## src/rtl/ram_acc_ctrl_64x23.sv

```systemverilog
// Read-modify-write controller for a 64x23 single-port RAM with 1-cycle read latency.
// Saturating accumulate / query commands, full-RAM clear after reset or on request.
module ram_acc_ctrl_64x23 #(
  parameter int ADR_WD = 6,
  parameter int DAT_WD = 23,
  parameter int DLT_WD = 8
) (
  input  logic              clk,
  input  logic              rst_n,
  input  logic              clr_i,
  input  logic              cmd_val_i,
  input  logic              cmd_op_i,
  input  logic [ADR_WD-1:0] cmd_adr_i,
  input  logic [DLT_WD-1:0] cmd_dlt_i,
  output logic              cmd_rdy_o,
  output logic              qry_val_o,
  output logic [DAT_WD-1:0] qry_dat_o,
  output logic              busy_o,
  output logic [ADR_WD-1:0] ram_adr_o,
  output logic              ram_wr_ena_o,
  output logic [DAT_WD-1:0] ram_wr_dat_o,
  output logic              ram_rd_ena_o,
  input  logic [DAT_WD-1:0] ram_rd_dat_i
);

  localparam int SUM_WD = DAT_WD + 2;

  typedef enum logic [2:0] {S_BOOT, S_INIT, S_IDLE, S_RD, S_WB} state_t;

  state_t              state_q, state_d;
  logic [ADR_WD-1:0]   clr_cnt_q, clr_cnt_d;
  logic                op_q, op_d;
  logic [ADR_WD-1:0]   adr_q, adr_d;
  logic [DLT_WD-1:0]   dlt_q, dlt_d;
  logic                qry_val_q, qry_val_d;
  logic [DAT_WD-1:0]   qry_dat_q, qry_dat_d;

  logic [SUM_WD-1:0]   sum;
  logic [DAT_WD-1:0]   sat_dat;

  // Two guard bits: top bit flags a negative result, the next one an overflow.
  always_comb begin
    sum = {2'b00, ram_rd_dat_i} + {{(SUM_WD-DLT_WD){dlt_q[DLT_WD-1]}}, dlt_q};
    if (sum[SUM_WD-1])
      sat_dat = '0;
    else if (sum[SUM_WD-2])
      sat_dat = '1;
    else
      sat_dat = sum[DAT_WD-1:0];
  end

  always_ff @(posedge clk) begin
    if (!rst_n) begin
      state_q   <= S_BOOT;
      clr_cnt_q <= '0;
      op_q      <= 1'b0;
      adr_q     <= '0;
      dlt_q     <= '0;
      qry_val_q <= 1'b0;
      qry_dat_q <= '0;
    end else begin
      state_q   <= state_d;
      clr_cnt_q <= clr_cnt_d;
      op_q      <= op_d;
      adr_q     <= adr_d;
      dlt_q     <= dlt_d;
      qry_val_q <= qry_val_d;
      qry_dat_q <= qry_dat_d;
    end
  end

  always_comb begin
    state_d   = state_q;
    clr_cnt_d = clr_cnt_q;
    op_d      = op_q;
    adr_d     = adr_q;
    dlt_d     = dlt_q;
    qry_val_d = 1'b0;
    qry_dat_d = qry_dat_q;
    case (state_q)
      S_BOOT: begin
        state_d   = S_INIT;
        clr_cnt_d = '0;
      end
      S_INIT: begin
        clr_cnt_d = clr_cnt_q + 1'b1;
        if (clr_cnt_q == '1)
          state_d = S_IDLE;
      end
      S_IDLE: begin
        if (clr_i) begin
          state_d   = S_INIT;
          clr_cnt_d = '0;
        end else if (cmd_val_i) begin
          op_d    = cmd_op_i;
          adr_d   = cmd_adr_i;
          dlt_d   = cmd_dlt_i;
          state_d = S_RD;
        end
      end
      S_RD: state_d = S_WB;
      S_WB: begin
        if (op_q) begin
          qry_val_d = 1'b1;
          qry_dat_d = ram_rd_dat_i;
        end
        if (cmd_val_i) begin
          op_d    = cmd_op_i;
          adr_d   = cmd_adr_i;
          dlt_d   = cmd_dlt_i;
          state_d = S_RD;
        end else begin
          state_d = S_IDLE;
        end
      end
      default: state_d = S_BOOT;
    endcase
  end

  always_comb begin
    cmd_rdy_o    = 1'b0;
    busy_o       = 1'b0;
    ram_adr_o    = '0;
    ram_wr_ena_o = 1'b0;
    ram_wr_dat_o = '0;
    ram_rd_ena_o = 1'b0;
    case (state_q)
      S_BOOT: busy_o = 1'b1;
      S_INIT: begin
        busy_o       = 1'b1;
        ram_wr_ena_o = 1'b1;
        ram_adr_o    = clr_cnt_q;
      end
      S_IDLE: cmd_rdy_o = ~clr_i;
      S_RD: begin
        ram_rd_ena_o = 1'b1;
        ram_adr_o    = adr_q;
      end
      S_WB: begin
        cmd_rdy_o = 1'b1;
        if (!op_q) begin
          ram_wr_ena_o = 1'b1;
          ram_adr_o    = adr_q;
          ram_wr_dat_o = sat_dat;
        end
      end
      default: ;
    endcase
  end

  assign qry_val_o = qry_val_q;
  assign qry_dat_o = qry_dat_q;

endmodule

```

## config.mk

```make
export PLATFORM = sky130hd
export DESIGN_NAME = ram_acc_ctrl_64x23
export DESIGN_NICKNAME = d
export VERILOG_FILES = /design/src/rtl/ram_acc_ctrl_64x23.sv
export SDC_FILE = /design/constraint.sdc
export NUM_CORES = 1
export LEC_CHECK = 0
export CELL_PAD_IN_SITES_DETAIL_PLACEMENT = 0
export CELL_PAD_IN_SITES_GLOBAL_PLACEMENT = 1
export CORE_ASPECT_RATIO = 1.75
export CORE_UTILIZATION = 35
export CTS_CLUSTER_SIZE = 20
export DETAILED_ROUTE_END_ITERATION = 12
export HOLD_SLACK_MARGIN = 0.06
export PLACE_DENSITY = 0.91
export SLEW_MARGIN = 25
export SYNTH_ARGS = -nofsm -noshare
export SYNTH_HDL_FRONTEND = slang
export SYNTH_SLANG_ARGS = --single-unit
export TNS_END_PERCENT = 50
```

## constraint.sdc

```tcl
create_clock -name clk -period 4.3 [get_ports clk]
set_input_delay 0.645 -clock clk [delete_from_list [all_inputs] [get_ports clk]]
set_output_delay 0.645 -clock clk [all_outputs]
set_load 0.02 [all_outputs]
```

# Word level (Yosys, flattened, before mapping)
# Cells that the tools add are included.
dict set report word_totals {
  reg_bits 48
  inputBits 42
  out_inout_bits 57
  wordCells 56
}
dict set report op_classes {
  add_sub_neg 2
  eq_ne 9
  muxes 28
  bitwise 1
  n_reduce_logical 9
}
# operator count
set ops {}
lappend ops {{23-bit 2-to-1 mux} 4}
lappend ops {{6-bit case mux with 3 select lines} 2}
lappend ops {{24-bit by 8-bit adder with 25-bit output} 1}
lappend ops {{6-bit 2-to-1 mux} 4}
lappend ops {{8-bit 2-to-1 mux} 2}
lappend ops {{8-bit case mux with 2 select lines} 1}
lappend ops {{3-bit case mux with 5 select lines} 1}
lappend ops {{6-bit case mux with 2 select lines} 1}
lappend ops {{2-bit AND reduction} 5}
lappend ops {{3-bit 2-to-1 mux} 3}
lappend ops {{1-bit 2-to-1 mux} 7}
lappend ops {{6-bit by 1-bit adder with 6-bit output (second input constant)} 1}
lappend ops {{3-bit by 2-bit == test with 1-bit output (second input constant)} 2}
lappend ops {{6-bit == test (second input constant)} 1}
lappend ops {{2-bit inequality test (second input constant)} 3}
lappend ops {{1-bit case mux with 2 select lines} 3}
lappend ops {{3-bit by 1-bit == test with 1-bit output (second input constant)} 1}
lappend ops {{3-bit == test (second input constant)} 1}
lappend ops {{3-bit zero test} 1}
lappend ops {{3-bit inequality test (second input constant)} 1}
lappend ops {{3-bit nonzero test} 1}
lappend ops {{2-bit nonzero test} 1}
lappend ops {{2-bit OR reduction} 1}
lappend ops {{1-bit inverter} 1}

# Logic depth before layout (Yosys ltp)
# Gate-level depths: netlist of run 1.
dict set report logic_depth {
  word_depth 5
  ltp_mapped 12
  ltp_nobuf 11
}

# Least setup slack after synthesis of run 1
# Ideal clock, no wire load.
dict set report synth_path {
  path_type {reg2out}
  start {reg dlt_q[7]}
  end {out ram_wr_dat_o[18]}
  t_arrival_ps 2865
  t_required_ps 3655
  path_slack_ps 790
  stages_incl_launch_ff 11
  path_buffers 1
  path_cell_list {dfxtp_1 > ha_1 > buf_2 > nand2_1 > nand2b_1 > a21oi_1 > o21bai_1 > or3b_1 > o32ai_2 > mux2_4 > a31oi_1}
}
dict set report synth_between {
  elab_chain_cells 5
}
# item line
set synth_rtl {}
lappend synth_rtl {{from (decl)} 34} ;# logic [DLT_WD-1:0] dlt_q, dlt_d;
lappend synth_rtl {{from (signal assigned)} 66} ;# dlt_q <= dlt_d;
lappend synth_rtl {{24-bit by 8-bit adder with 25-bit output *} 43} ;# sum = {2'b00, ram_rd_dat_i} + {{(SUM_WD-DLT_WD){dlt_q[DLT_WD-1]}}, dlt_q};
lappend synth_rtl {{23-bit 2-to-1 mux} 46} ;# else if (sum[SUM_WD-2])
lappend synth_rtl {{23-bit 2-to-1 mux *} 44} ;# if (sum[SUM_WD-1])
lappend synth_rtl {{23-bit 2-to-1 mux *} 141} ;# if (!op_q) begin
lappend synth_rtl {{23-bit 2-to-1 mux *} 127} ;# case (state_q)
lappend synth_rtl {{to (decl)} 21} ;# output logic [DAT_WD-1:0] ram_wr_dat_o,
# Mark *: on every way between the ends. The rest lies on a longest branch, timed or not.

# Worst setup path in the final report of run 1
dict set report layout_path {
  start {in ram_rd_dat_i[0]}
  end {out ram_wr_dat_o[22]}
}
dict set report layout_between {
  elab_chain_cells 5
}
# item line
set layout_rtl {}
lappend layout_rtl {{from (decl)} 23} ;# input logic [DAT_WD-1:0] ram_rd_dat_i
lappend layout_rtl {{24-bit by 8-bit adder with 25-bit output *} 43}
lappend layout_rtl {{23-bit 2-to-1 mux} 46}
lappend layout_rtl {{23-bit 2-to-1 mux *} 44}
lappend layout_rtl {{23-bit 2-to-1 mux *} 141}
lappend layout_rtl {{23-bit 2-to-1 mux *} 127}
# Marks and branches as above.

==> results by group, run 1 <==
Finish
  – Area growth, synth to finish: 44.4%
  – Register area: 961 sq um
  – Nets: 628
  – Finished Cell Area: 4960 sq um
  – Cell Count, Final, Fillers Out: 683
  – Fillers: 925
  – Multi-input gate area: 2330 sq um
  – Share of layout cells above drive strength 1: 20.9%
  – Antenna Cells: 0

Clock network
  – CTS Root Cell: clkbuf_16
  – Clock slew at the register clock pins of the worst setup and hold paths: 0.07 ns
  – CTS max path bufs: 2
  – Clock Latency Late Sink: 0.29 ns
  – H-Tree Depth: 2
  – CTS Buf Count: 5
  – Hold-fix buffers, CTS: 0
  – CTS tree: done
  – TritonCTS Sinks: 48

Floorplan
  – Die area: 10200 sq um
  – DIE WIDTH: 76.9 um
  – Rows: 47
  – Die height: 133 um
  – Initial Util: 36.2%
  – Core area: 9470 sq um
  – Number of I/O pins: 99

Global routing
  – Number of global-route vias before repair: 3626
  – First-pass GRT wire length: 16800 um
  – GRT overflow: 0
  – Gr usage total: 20.5%
  – Initial antenna violation count: 0
  – Largest net degree at the start of global routing: 30

Setup path
  – CP arrival: 3.49 ns
  – CP Cell Sequence: clkdlybuf4s50_1 > ha_1 > inv_1 > fa_2 > nor2b_4 > o2111ai_2 > a21oi_2 > o31ai_4 > nor3_2 > o32ai_2 > mux2_4 > a21oi_1 > dlygate4sd2_1
  – Worst Path Required: 3.65 ns
  – Slowest stage cell, crit path: clkdlybuf4s50_1
  – Worst Setup End Kind: output port
  – Reg2Reg Depth: 7
  – Crit-path max cell delay: 0.43 ns
  – Worst Path Buf+Inv: 3
  – Largest delay share family, worst path: compound AO/OA/AOI/OAI gates
  – R2R Path End: dlt_q[2]
  – Startpoint Class: input port
  – WS Path Type: input port to output port
  – Reg2reg setup slack: 1.75 ns
  – CP max FO: 7
  – Worst r2r src: state_q[1]

Synth
  – Synth unique cells: 55
  – Mapped Cells: 424
  – Mapped Area: 3430 sq um
  – Yosys Warn Count: 0
  – Synth async-reset ratio: 0%
  – Top-area cell type share of the netlist area: 28.0%
  – Flops & latches, synth: 48
  – Area leader, netlist: dfxtp_1
  – Post-synth EDFFs: 0
  – Syn_area_per_cell: 8.09 sq um
  – Top cells by area, synth: dfxtp_1 (28%), ha_1 (9.1%), nand2_1 (8.1%)
  – Mapped Nets: 492
  – Register area share after synthesis: 28.0%
  – Top FF cell, synth: dfxtp_1

Routing
  – Wire per inst: 15.0 um
  – Drt drc: 0
  – Antenna-violating nets left: 0
  – DRT iter0 DRCs: 121
  – Via count: 3495
  – Drt pass-1 iters: 4
  – Via density: 5.12
  – Total Wirelength: 10300 um

STA
  – Tmin final: 4.14 ns
  – Unrepaired setup endpoints after global routing: true
  – Final hold violation count: 0
  – Clock Skews: 0.00345 ns
  – Setup Viol. Count Final: 0
  – Slew Limit Fails: 0
  – Max-slew headroom: 30.7%
  – Slew @ Worst Pin: 1.04 ns
  – Period utilization: 96.2%
  – F_max: 0.242 GHz

Placement
  – Placed insts: 672
  – IO Port Bufs: 98
  – Dpl cell area: 4850 sq um
  – RD Place Congestion: 0.856
  – Detail Placement HPWL: 7940 um

Min path
  – Hold path startpoint: qry_dat_o[12]
  – Hold endpoint: qry_dat_o[12]
  – Worst Hold Class: flip-flop to flip-flop
  – Hold path depth: 2

Outcome
  – Status: completed

Pwr
  – Static Leak: 2.07 nW
  – Tot Pwr: 1.00 mW
  – Max VDD drop: 0.182 mV
  – PD cells: 202 nW/um^2

Flow run
  – MaxCap Viol Count: 0
placed cells by master (no fill, tap or decap), types with 3 or more instances in the layout:
cell and n:
o21ai_1 4, dfxtp_1 48, and3_1 3, nand2_1 74, o21bai_1 3, nor3_1 5
a21o_1 5, buf_4 49, ha_1 25, o21ai_0 16, nand3_1 3, clkdlybuf4s50_1 75
o211ai_1 3, buf_2 5, clkbuf_16 5, a21boi_0 7, and2_1 5, nor2b_1 8
a211oi_1 4, mux2i_1 21, nor2_1 28, nand4_1 5, a21oi_1 41, xnor2_1 12
nand2b_1 7, nor4b_1 3, inv_1 9, buf_12 4, xor2_1 11, a21oi_2 23
clkbuf_2 14
routing by layer:
metal | vias up | track usage (%) | part of all wire [%]
met3 | 20 | 2.69 | 4.0
met5 | - | 0 | 0
met2 | 100 | 40.6 | 56
met1 | 1613 | 20.5 | 37
met4 | 0 | 9.40 | 2.9
li1 | 1762 | - | -
through the flow:
| step | setup TNS (ns) | setup slack, ns | hold WS (ns) | utilization [%] |
|---|---|---|---|---|
| 2_1_floorplan | 0 | 0.790 | 0.468 | - |
| 3_3_place_gp | -5.98 | -0.283 | 0.443 | 51.3 |
| 3_5_place_dp | -7.71 | -0.377 | 0.449 | 51.3 |
| 4_1_cts | 0 | 0.0000517 | 0.459 | 53.2 |
| 5_1_grt | -0.0379 | -0.0379 | 0.477 | 52.4 |
| 6_report | 0 | 0.164 | 0.457 | 52.4 |
registers in the layout (all words and copies together) (netlist names):
signal	count
adr_q	6
dlt_q	8
qry_dat_o	23
clr_cnt_q	6
qry_val_o	1
state_q	3
op_q	1
power breakdown:
group	total, mW	switching, mW	internal, mW
clock network	0.426	0.189	0.236
registers	0.449	0.00335	0.445
logic	0.127	0.0571	0.0698
total	1.00	0.250	0.752
what timing repair did:
item	4_1_cts	5_1_grt
endpoints found under the hold margin	0	0
pin swaps	2	2
endpoints found under the setup margin	23	23
buffers inserted	3	0
gates resized for setup	46	34
cell type report:
class | count | area share (%)
Sequential cell | 48 | 19.4
Multi-Input combinational cell | 345 | 47.1
Tap cell | 122 | 3.08
Clock inverter | 2 | 0.353
Inverter | 11 | 0.833
Clock buffer | 6 | 2.80
Timing Repair Buffer | 149 | 26.5
cells in the mapped netlist (all sizes together), types with 2 or more instances:
cell type and count:
clkbuf 13, mux2i 21, o31ai 2, o211ai 3
o31a 2, nand2 74, or3b 2, and3 3
dfxtp 48, a21boi 7, a21oi 64, o21bai 3
nor4b 3, o2111ai 2, o21a 2, a21o 5
inv 11, nor3 6, nand3 4, xor2 11
nand2b 7, a31oi 2, a211oi 5, and2 5
nor2b 9, o21ai 20, buf 7, ha 25
nand4 5, xnor2 13, nor2 28
worst max path at each step:
| stage | startpoint | to | cells after the start |
|---|---|---|---|
| floorplan | dlt_q[7] | ram_wr_dat_o[18] | 10 |
| global placement | ram_rd_dat_i[0] | ram_wr_dat_o[20] | 14 |
| detailed placement | ram_rd_dat_i[0] | ram_wr_dat_o[20] | 14 |
| CTS | ram_rd_dat_i[0] | ram_wr_dat_o[11] | 14 |
| global route | ram_rd_dat_i[0] | ram_wr_dat_o[22] | 13 |
| finish | ram_rd_dat_i[0] | ram_wr_dat_o[22] | 13 |
cells by family after synthesis:
family	after synthesis	share of synthesized area, %
multiplexers	22	6.56
AO/OA/AOI/OAI	124	24.6
flip-flops	48	28.0
XOR/XNOR	24	6.34
buffers and inverters	31	4.78
adder cells (fa/ha/maj)	26	9.70
AND/OR/NAND/NOR	149	20.0
tightest hold or removal path, stage by stage, from the launching register on:
cell	delay (ns)
dfxtp_1	0.31
nand2_1	0.05
a21oi_1	0.05
Power figures use the tool's default switching activity.
==> run 2, diff against run 1 <==
CORE_MARGIN = 2   (was not set)
==> run 2 against run 1 <==
Die area rose by 4.1%. Final cell count fell by 0.15%. Global-route usage fell by 0.72 points. Sequential cell count did not move. Power fell by 0.24%. Utilization fell by 0.10 points. First-iteration DRC count rose by 18%. Hold slack got worse by 0.00069 ns.
==> results by group, run 2 (same netlist as run 1, synthesis figures left out) <==
STA
  – Final hold violation count: 0 (unchanged)
  – Slew Limit Fails: 0 (unchanged)
  – Period utilization: 98.7% (was 96.2%)
  – Slew @ Worst Pin: 0.939 ns (was 1.04 ns)
  – Unrepaired setup endpoints after global routing: true (unchanged)
  – Setup Viol. Count Final: 0 (unchanged)
  – Tmin final: 4.24 ns (was 4.14 ns)
  – Final setup TNS: 0 ns (unchanged)
  – Clock Skews: 0.00323 ns (was 0.00345 ns)
  – Max-slew headroom: 37.0% (was 30.7%)
  – Hold_ws: 0.456 ns (was 0.457 ns)
  – F_max: 0.236 GHz (was 0.242 GHz)
  – Worst setup margin: 0.0580 ns (was 0.164 ns)

Setup path
  – Worst Path Required: 3.65 ns (about the same)
  – Worst Setup End Kind: output port (unchanged)
  – Startpoint Class: input port (unchanged)
  – WS Path Type: input port to output port (unchanged)
  – CP arrival: 3.60 ns (was 3.49 ns)
  – CP max FO: 8 (was 7)

Routing
  – DRT iter0 DRCs: 143 (was 121)
  – Via count: 3498 (was 3495)
  – Antenna-violating nets left: 0 (unchanged)
  – Wire per inst: 15.2 um (was 15.0 um)
  – Total Wirelength: 10300 um (about the same)
  – Drt drc: 0 (unchanged)
  – Via density: 5.13 (was 5.12)
  – Drt pass-1 iters: 4 (unchanged)

Finish
  – Post-layout util: 52.3% (was 52.4%)
  – Most frequent cells in the layout: clkdlybuf4s50_1 (75), nand2_1 (74), buf_4 (49), dfxtp_1 (48), a21oi_1 (41) (unchanged)
  – Antenna Cells: 0 (unchanged)
  – Multi-input gate area: 2320 sq um (was 2330 sq um)
  – Commonest non-fill, non-tap cell in the layout: clkdlybuf4s50_1 (unchanged)
  – Area growth, synth to finish: 45.1% (was 44.4%)
  – Share of layout cells above drive strength 1: 20.9% (about the same)
  – Fillers: 924 (was 925)
  – Register area: 961 sq um (unchanged)
  – Max FFs per register: 23 (unchanged)
  – Nets: 627 (was 628)

Clock network
  – Setup repair bufs after CTS: 0 (was 3)
  – TritonCTS Sinks: 48 (unchanged)
  – CTS Buf Count: 5 (unchanged)
  – CTS max path bufs: 2 (unchanged)
  – Clock slew at the register clock pins of the worst setup and hold paths: 0.07 ns (about the same)
  – CTS Root Cell: clkbuf_16 (unchanged)
  – H-Tree Depth: 2 (unchanged)
  – Hold-fix buffers, CTS: 0 (unchanged)
  – CTS tree: done (unchanged)
  – Clock Latency Late Sink: 0.29 ns (about the same)

Placement
  – IO Port Bufs: 98 (unchanged)
  – RD Place Congestion: 0.888 (was 0.856)
  – Pre-CTS WS: -0.326 ns (was -0.377 ns)
  – Detail Placement HPWL: 8040 um (was 7940 um)

Min path
  – Worst Hold Class: flip-flop to flip-flop (unchanged)

Floorplan
  – Core area: 9530 sq um (was 9470 sq um)
  – Initial Util: 36.0% (was 36.2%)
  – Number of I/O pins: 99 (unchanged)
  – Die area: 10600 sq um (was 10200 sq um)
  – Rows: 47 (unchanged)
  – DIE WIDTH: 78.9 um (was 76.9 um)
  – Die height: 135 um (was 133 um)

Global routing
  – Gr usage total: 19.8% (was 20.5%)
  – Initial antenna violation count: 0 (unchanged)
  – Number of global-route vias before repair: 3625 (was 3626)
  – Largest net degree at the start of global routing: 30 (unchanged)
  – First-pass GRT wire length: 16800 um (about the same)
  – GRT overflow: 0 (unchanged)

Flow run
  – MaxCap Viol Count: 0 (unchanged)

Pwr
  – PD cells: 201 nW/um^2 (was 202 nW/um^2)
  – Tot Pwr: 999 uW (was 1.00 mW)
  – Static Leak: 2.05 nW (was 2.07 nW)
  – Max VDD drop: 0.176 mV (was 0.182 mV)

Outcome
  – Status: completed (unchanged)
-- run 2: changes by cell type in the layout (fill, tap and decap cells not counted), sizes merged --
cell           previous run  this run
buf                      58        57
clkbuf                   20         9
clkdlybuf4s15             1        12
-- run 2: layout make-up --
type	count	area share (%)
Inverter	11	0.829
Sequential cell	48	19.3
Clock inverter	2	0.352
Clock buffer	6	2.79
Timing Repair Buffer	148	27.0
Multi-Input combinational cell	345	46.6
Tap cell	122	3.07
-- run 2: per-layer routing --
metal	vias to the layer above	track usage, %	share of wire, %
met1	1632	19.9	38
li1	1761	-	-
met5	-	0	0
met3	16	3.54	4.1
met4	0	7.18	2.2
met2	89	39.4	56
-- run 2: path summary, 6_finish.rpt --
path | from | endpoint | cells after the start | slack [ns]
hold reg to reg | qry_dat_o[12] | qry_dat_o[12] | 2 | 0.46
hold / removal | qry_dat_o[12] | qry_dat_o[12] | 2 | 0.46
setup reg to reg | state_q[1] | dlt_q[2] | 7 | 1.79
setup / recovery | ram_rd_dat_i[0] | ram_wr_dat_o[22] | 13 | 0.06
-- run 2: through the flow --
step,cells,instance area [sq um]
after CTS,682,5020
after global placement,674,4840
after global routing,682,4980
after detailed placement,674,4840
final,682,4980
after floorplan,424,3430
-- run 2: report_power, final --
part	internal [mW]	switching, mW
clock	0.236	0.188
combinational	0.0696	0.0564
sequential	0.446	0.00329
-- run 2: critical path: stages --
cell             delay, ns
clkdlybuf4s50_1       0.44
ha_1                  0.22
inv_1                 0.07
fa_2                  0.21
nor2b_2               0.05
o2111ai_2             0.23
a21oi_2               0.10
o31ai_2               0.30
nor3_2                0.09
o32ai_2               0.29
mux2_4                0.41
a21oi_1               0.18
dlygate4sd2_1         0.35
-- run 2: repair_timing --
| action | in CTS | in global routing |
|---|---|---|
| setup endpoints to repair | 23 | 23 |
| gates resized for setup | 59 | 18 |
| pin swaps | 0 | 2 |
==> run 3, diff against run 2 <==
GPL_TIMING_DRIVEN = 0   (was not set)
==> run 3 against run 2 <==
First-iteration DRC count fell by 15%. Register-to-register slack improved by 0.39 ns. Clock power fell by 2%. Wire length fell by 3.0%. Combinational power fell by 10%. Sequential power barely moved. Power fell by 2.3%. Via count fell by 4.3%. Non-clock buffer count fell by 28. Sequential cell count did not move. Design area fell by 6.3%. Critical endpoint is now ram_wr_dat_o[16].
==> results by group, run 3 (same netlist as run 1, synthesis figures left out) <==
Outcome
  – Status: completed (unchanged)

Setup path
  – Reg2Reg Depth: 8 (was 7)
  – Worst Setup End Kind: output port (unchanged)
  – WS Path Type: input port to output port (unchanged)
  – Crit path launch: ram_rd_dat_i[17] (was ram_rd_dat_i[0])
  – CP max FO: 10 (was 8)
  – Reg2reg setup slack: 2.18 ns (was 1.79 ns)
  – R2R Path End: adr_q[4] (was dlt_q[2])
  – Worst r2r src: state_q[1] (unchanged)
  – Startpoint Class: input port (unchanged)
  – Slowest stage cell, crit path: clkdlybuf4s50_1 (unchanged)
  – CP arrival: 3.58 ns (was 3.60 ns)
  – Worst Path Required: 3.65 ns (about the same)
  – Crit-path max cell delay: 0.45 ns (was 0.44 ns)
  – Critical Path End: ram_wr_dat_o[16] (was ram_wr_dat_o[22])
  – CP Cell Sequence: clkdlybuf4s50_1 > ha_1 > buf_2 > nand2_1 > nand2b_1 > a21oi_1 > o21bai_1 > or3b_1 > o32ai_2 > mux2_4 > buf_12 > a21oi_2 > clkdlybuf4s15_2 (was clkdlybuf4s50_1 > ha_1 > inv_1 > fa_2 > nor2b_2 > o2111ai_2 > a21oi_2 > o31ai_2 > nor3_2 > o32ai_2 > mux2_4 > a21oi_1 > dlygate4sd2_1)

Finish
  – Fillers: 957 (was 924)
  – Max FFs per register: 23 (unchanged)
  – Most frequent cells in the layout: clkdlybuf4s50_1 (75), nand2_1 (74), dfxtp_1 (47), a21oi_1 (41), nor2_1 (28) (was clkdlybuf4s50_1 (75), nand2_1 (74), buf_4 (49), dfxtp_1 (48), a21oi_1 (41))
  – Nets: 599 (was 627)
  – Commonest non-fill, non-tap cell in the layout: clkdlybuf4s50_1 (unchanged)
  – Area growth, synth to finish: 36.0% (was 45.1%)
  – Cell Count, Final, Fillers Out: 654 (was 682)
  – Share of layout cells above drive strength 1: 14.8% (was 20.9%)
  – Antenna Cells: 0 (unchanged)

Routing
  – Via count: 3347 (was 3498)
  – Wire per inst: 15.3 um (was 15.2 um)
  – Antenna-violating nets left: 0 (unchanged)
  – DRT iter0 DRCs: 121 (was 143)
  – Total Wirelength: 10000 um (was 10300 um)
  – Drt pass-1 iters: 4 (unchanged)
  – Drt drc: 0 (unchanged)
  – Via density: 5.12 (was 5.13)

STA
  – Tmin final: 4.22 ns (was 4.24 ns)
  – Setup Viol. Count Final: 0 (unchanged)
  – Slew Limit Fails: 0 (unchanged)
  – F_max: 0.237 GHz (was 0.236 GHz)
  – Period utilization: 98.2% (was 98.7%)
  – Slew @ Worst Pin: 0.756 ns (was 0.939 ns)
  – Clock Skews: 0.00676 ns (was 0.00323 ns)
  – Max-slew headroom: 49.5% (was 37.0%)
  – Final setup TNS: 0 ns (unchanged)
  – Final hold violation count: 0 (unchanged)
  – Unrepaired setup endpoints after global routing: true (unchanged)
  – Hold_ws: 0.458 ns (was 0.456 ns)
  – Worst setup margin: 0.0760 ns (was 0.0580 ns)

Min path
  – Worst Hold Class: flip-flop to flip-flop (unchanged)

Floorplan
  – Initial Util: 36.0% (unchanged)
  – Rows: 47 (unchanged)
  – Die height: 135 um (unchanged)
  – DIE WIDTH: 78.9 um (unchanged)
  – Die area: 10600 sq um (unchanged)
  – Core area: 9530 sq um (unchanged)
  – Number of I/O pins: 99 (unchanged)

Placement
  – Placed insts: 644 (was 674)
  – IO Port Bufs: 98 (unchanged)
  – Pre-CTS WS: -0.532 ns (was -0.326 ns)
  – Detail Placement HPWL: 8060 um (was 8040 um)
  – RD Place Congestion: 0.872 (was 0.888)

Pwr
  – Clock power frac: 42.6% (was 42.5%)
  – Static Leak: 1.88 nW (was 2.05 nW)
  – Max VDD drop: 0.223 mV (was 0.176 mV)
  – Tot Pwr: 977 uW (was 999 uW)
  – PD cells: 209 nW/um^2 (was 201 nW/um^2)
  – P_sw: 236 uW (was 248 uW)
  – Comb power frac: 11.5% (was 12.6%)
  – Sequential Power Share: 45.9% (was 44.9%)
  – Internal: 741 uW (was 751 uW)
  – Switching part of the total power: 24.1% (was 24.8%)

Clock network
  – H-Tree Depth: 2 (unchanged)
  – CTS Buf Count: 5 (unchanged)
  – Clock slew at the register clock pins of the worst setup and hold paths: 0.06 ns (was 0.07 ns)
  – CTS tree: done (unchanged)
  – CTS max path bufs: 2 (unchanged)
  – Clock Latency Late Sink: 0.30 ns (was 0.29 ns)
  – Hold-fix buffers, CTS: 0 (unchanged)
  – CTS Root Cell: clkbuf_16 (unchanged)
  – TritonCTS Sinks: 48 (unchanged)

Flow run
  – MaxCap Viol Count: 0 (unchanged)

Global routing
  – Initial antenna violation count: 0 (unchanged)
  – First-pass GRT wire length: 16000 um (was 16800 um)
  – Number of global-route vias before repair: 3453 (was 3625)
  – GRT overflow: 0 (unchanged)
  – Largest net degree at the start of global routing: 22 (was 30)
  – Gr usage total: 19.1% (was 19.8%)
==> run 3: cell count changes in the layout (fill, tap and decap cells not counted), moves of 9 or more <==
| cell | previous run | this run |
|---|---|---|
| buf_4 | 49 | 7 |
| buf_2 | 6 | 17 |
| clkbuf_1 | 0 | 13 |
| clkdlybuf4s15_2 | 11 | 2 |
==> run 3: metal layers <==
| metal | global-route usage, % | wire length (um) | up-vias |
|---|---|---|---|
| met5 | 0 | 0 | - |
| met4 | 9.58 | 361 | 0 |
| met3 | 3.74 | 489 | 25 |
| met2 | 36.4 | 5470 | 98 |
| met1 | 19.1 | 3700 | 1516 |
| li1 | - | - | 1708 |
==> run 3: what timing repair did <==
| action | in CTS | in global routing |
|---|---|---|
| hold endpoints to repair | 0 | 0 |
| pin swaps | 1 | 3 |
| endpoints found under the setup margin | 23 | 23 |
| resized for setup | 78 | 19 |
| setup buffers | 2 | 0 |
==> run 3: power by group through the flow <==
stage,Combinational (mW),Clock (mW),Sequential [mW]
detailed placement,0.112,0,0.458
global route,0.122,0.447,0.448
CTS,0.113,0.431,0.448
finish,0.113,0.416,0.448
floorplan,0.0533,0,0.457
global placement,0.110,0,0.458
==> run 3: final cells by class <==
type,instances,area [sq um],share of cell area [%]
sequential,48,962,20.6
timing repair buffer,100,903,19.4
clock buffer,6,139,2.98
tap,122,153,3.27
multi-input combinational,345,2330,49.9
clock inverter,2,17.5,0.375
buffer,20,123,2.63
inverter,11,41.3,0.885
==> run 3: per-stage QoR <==
step	instance area (sq um)	utilization, %
floorplan	3430	-
global placement	4570	47.9
global route	4670	49.0
detailed placement	4570	48.0
finish	4670	49.0
CTS	4720	49.6
==> run 3: worst min-delay path by stage <==
stage	from	endpoint	slack [ns]	cells past startpoint
3_5_place_dp	qry_dat_o[2]	qry_dat_o[2]	0.45	2
6_report	qry_dat_o[11]	qry_dat_o[11]	0.46	2
5_1_grt	qry_dat_o[6]	qry_dat_o[6]	0.48	2
2_1_floorplan	dlt_q[0]	dlt_q[0]	0.47	2
3_3_place_gp	qry_dat_o[13]	qry_dat_o[13]	0.44	2
4_1_cts	qry_dat_o[11]	qry_dat_o[11]	0.46	2
==> run 3: critical path, delay by kind of cell <==
kind	cells	cell delay (ns)
buf+inv	4	1.03
compound gates	4	0.65
simple gates	3	0.55
mux	1	0.39
fa+ha+maj	1	0.30
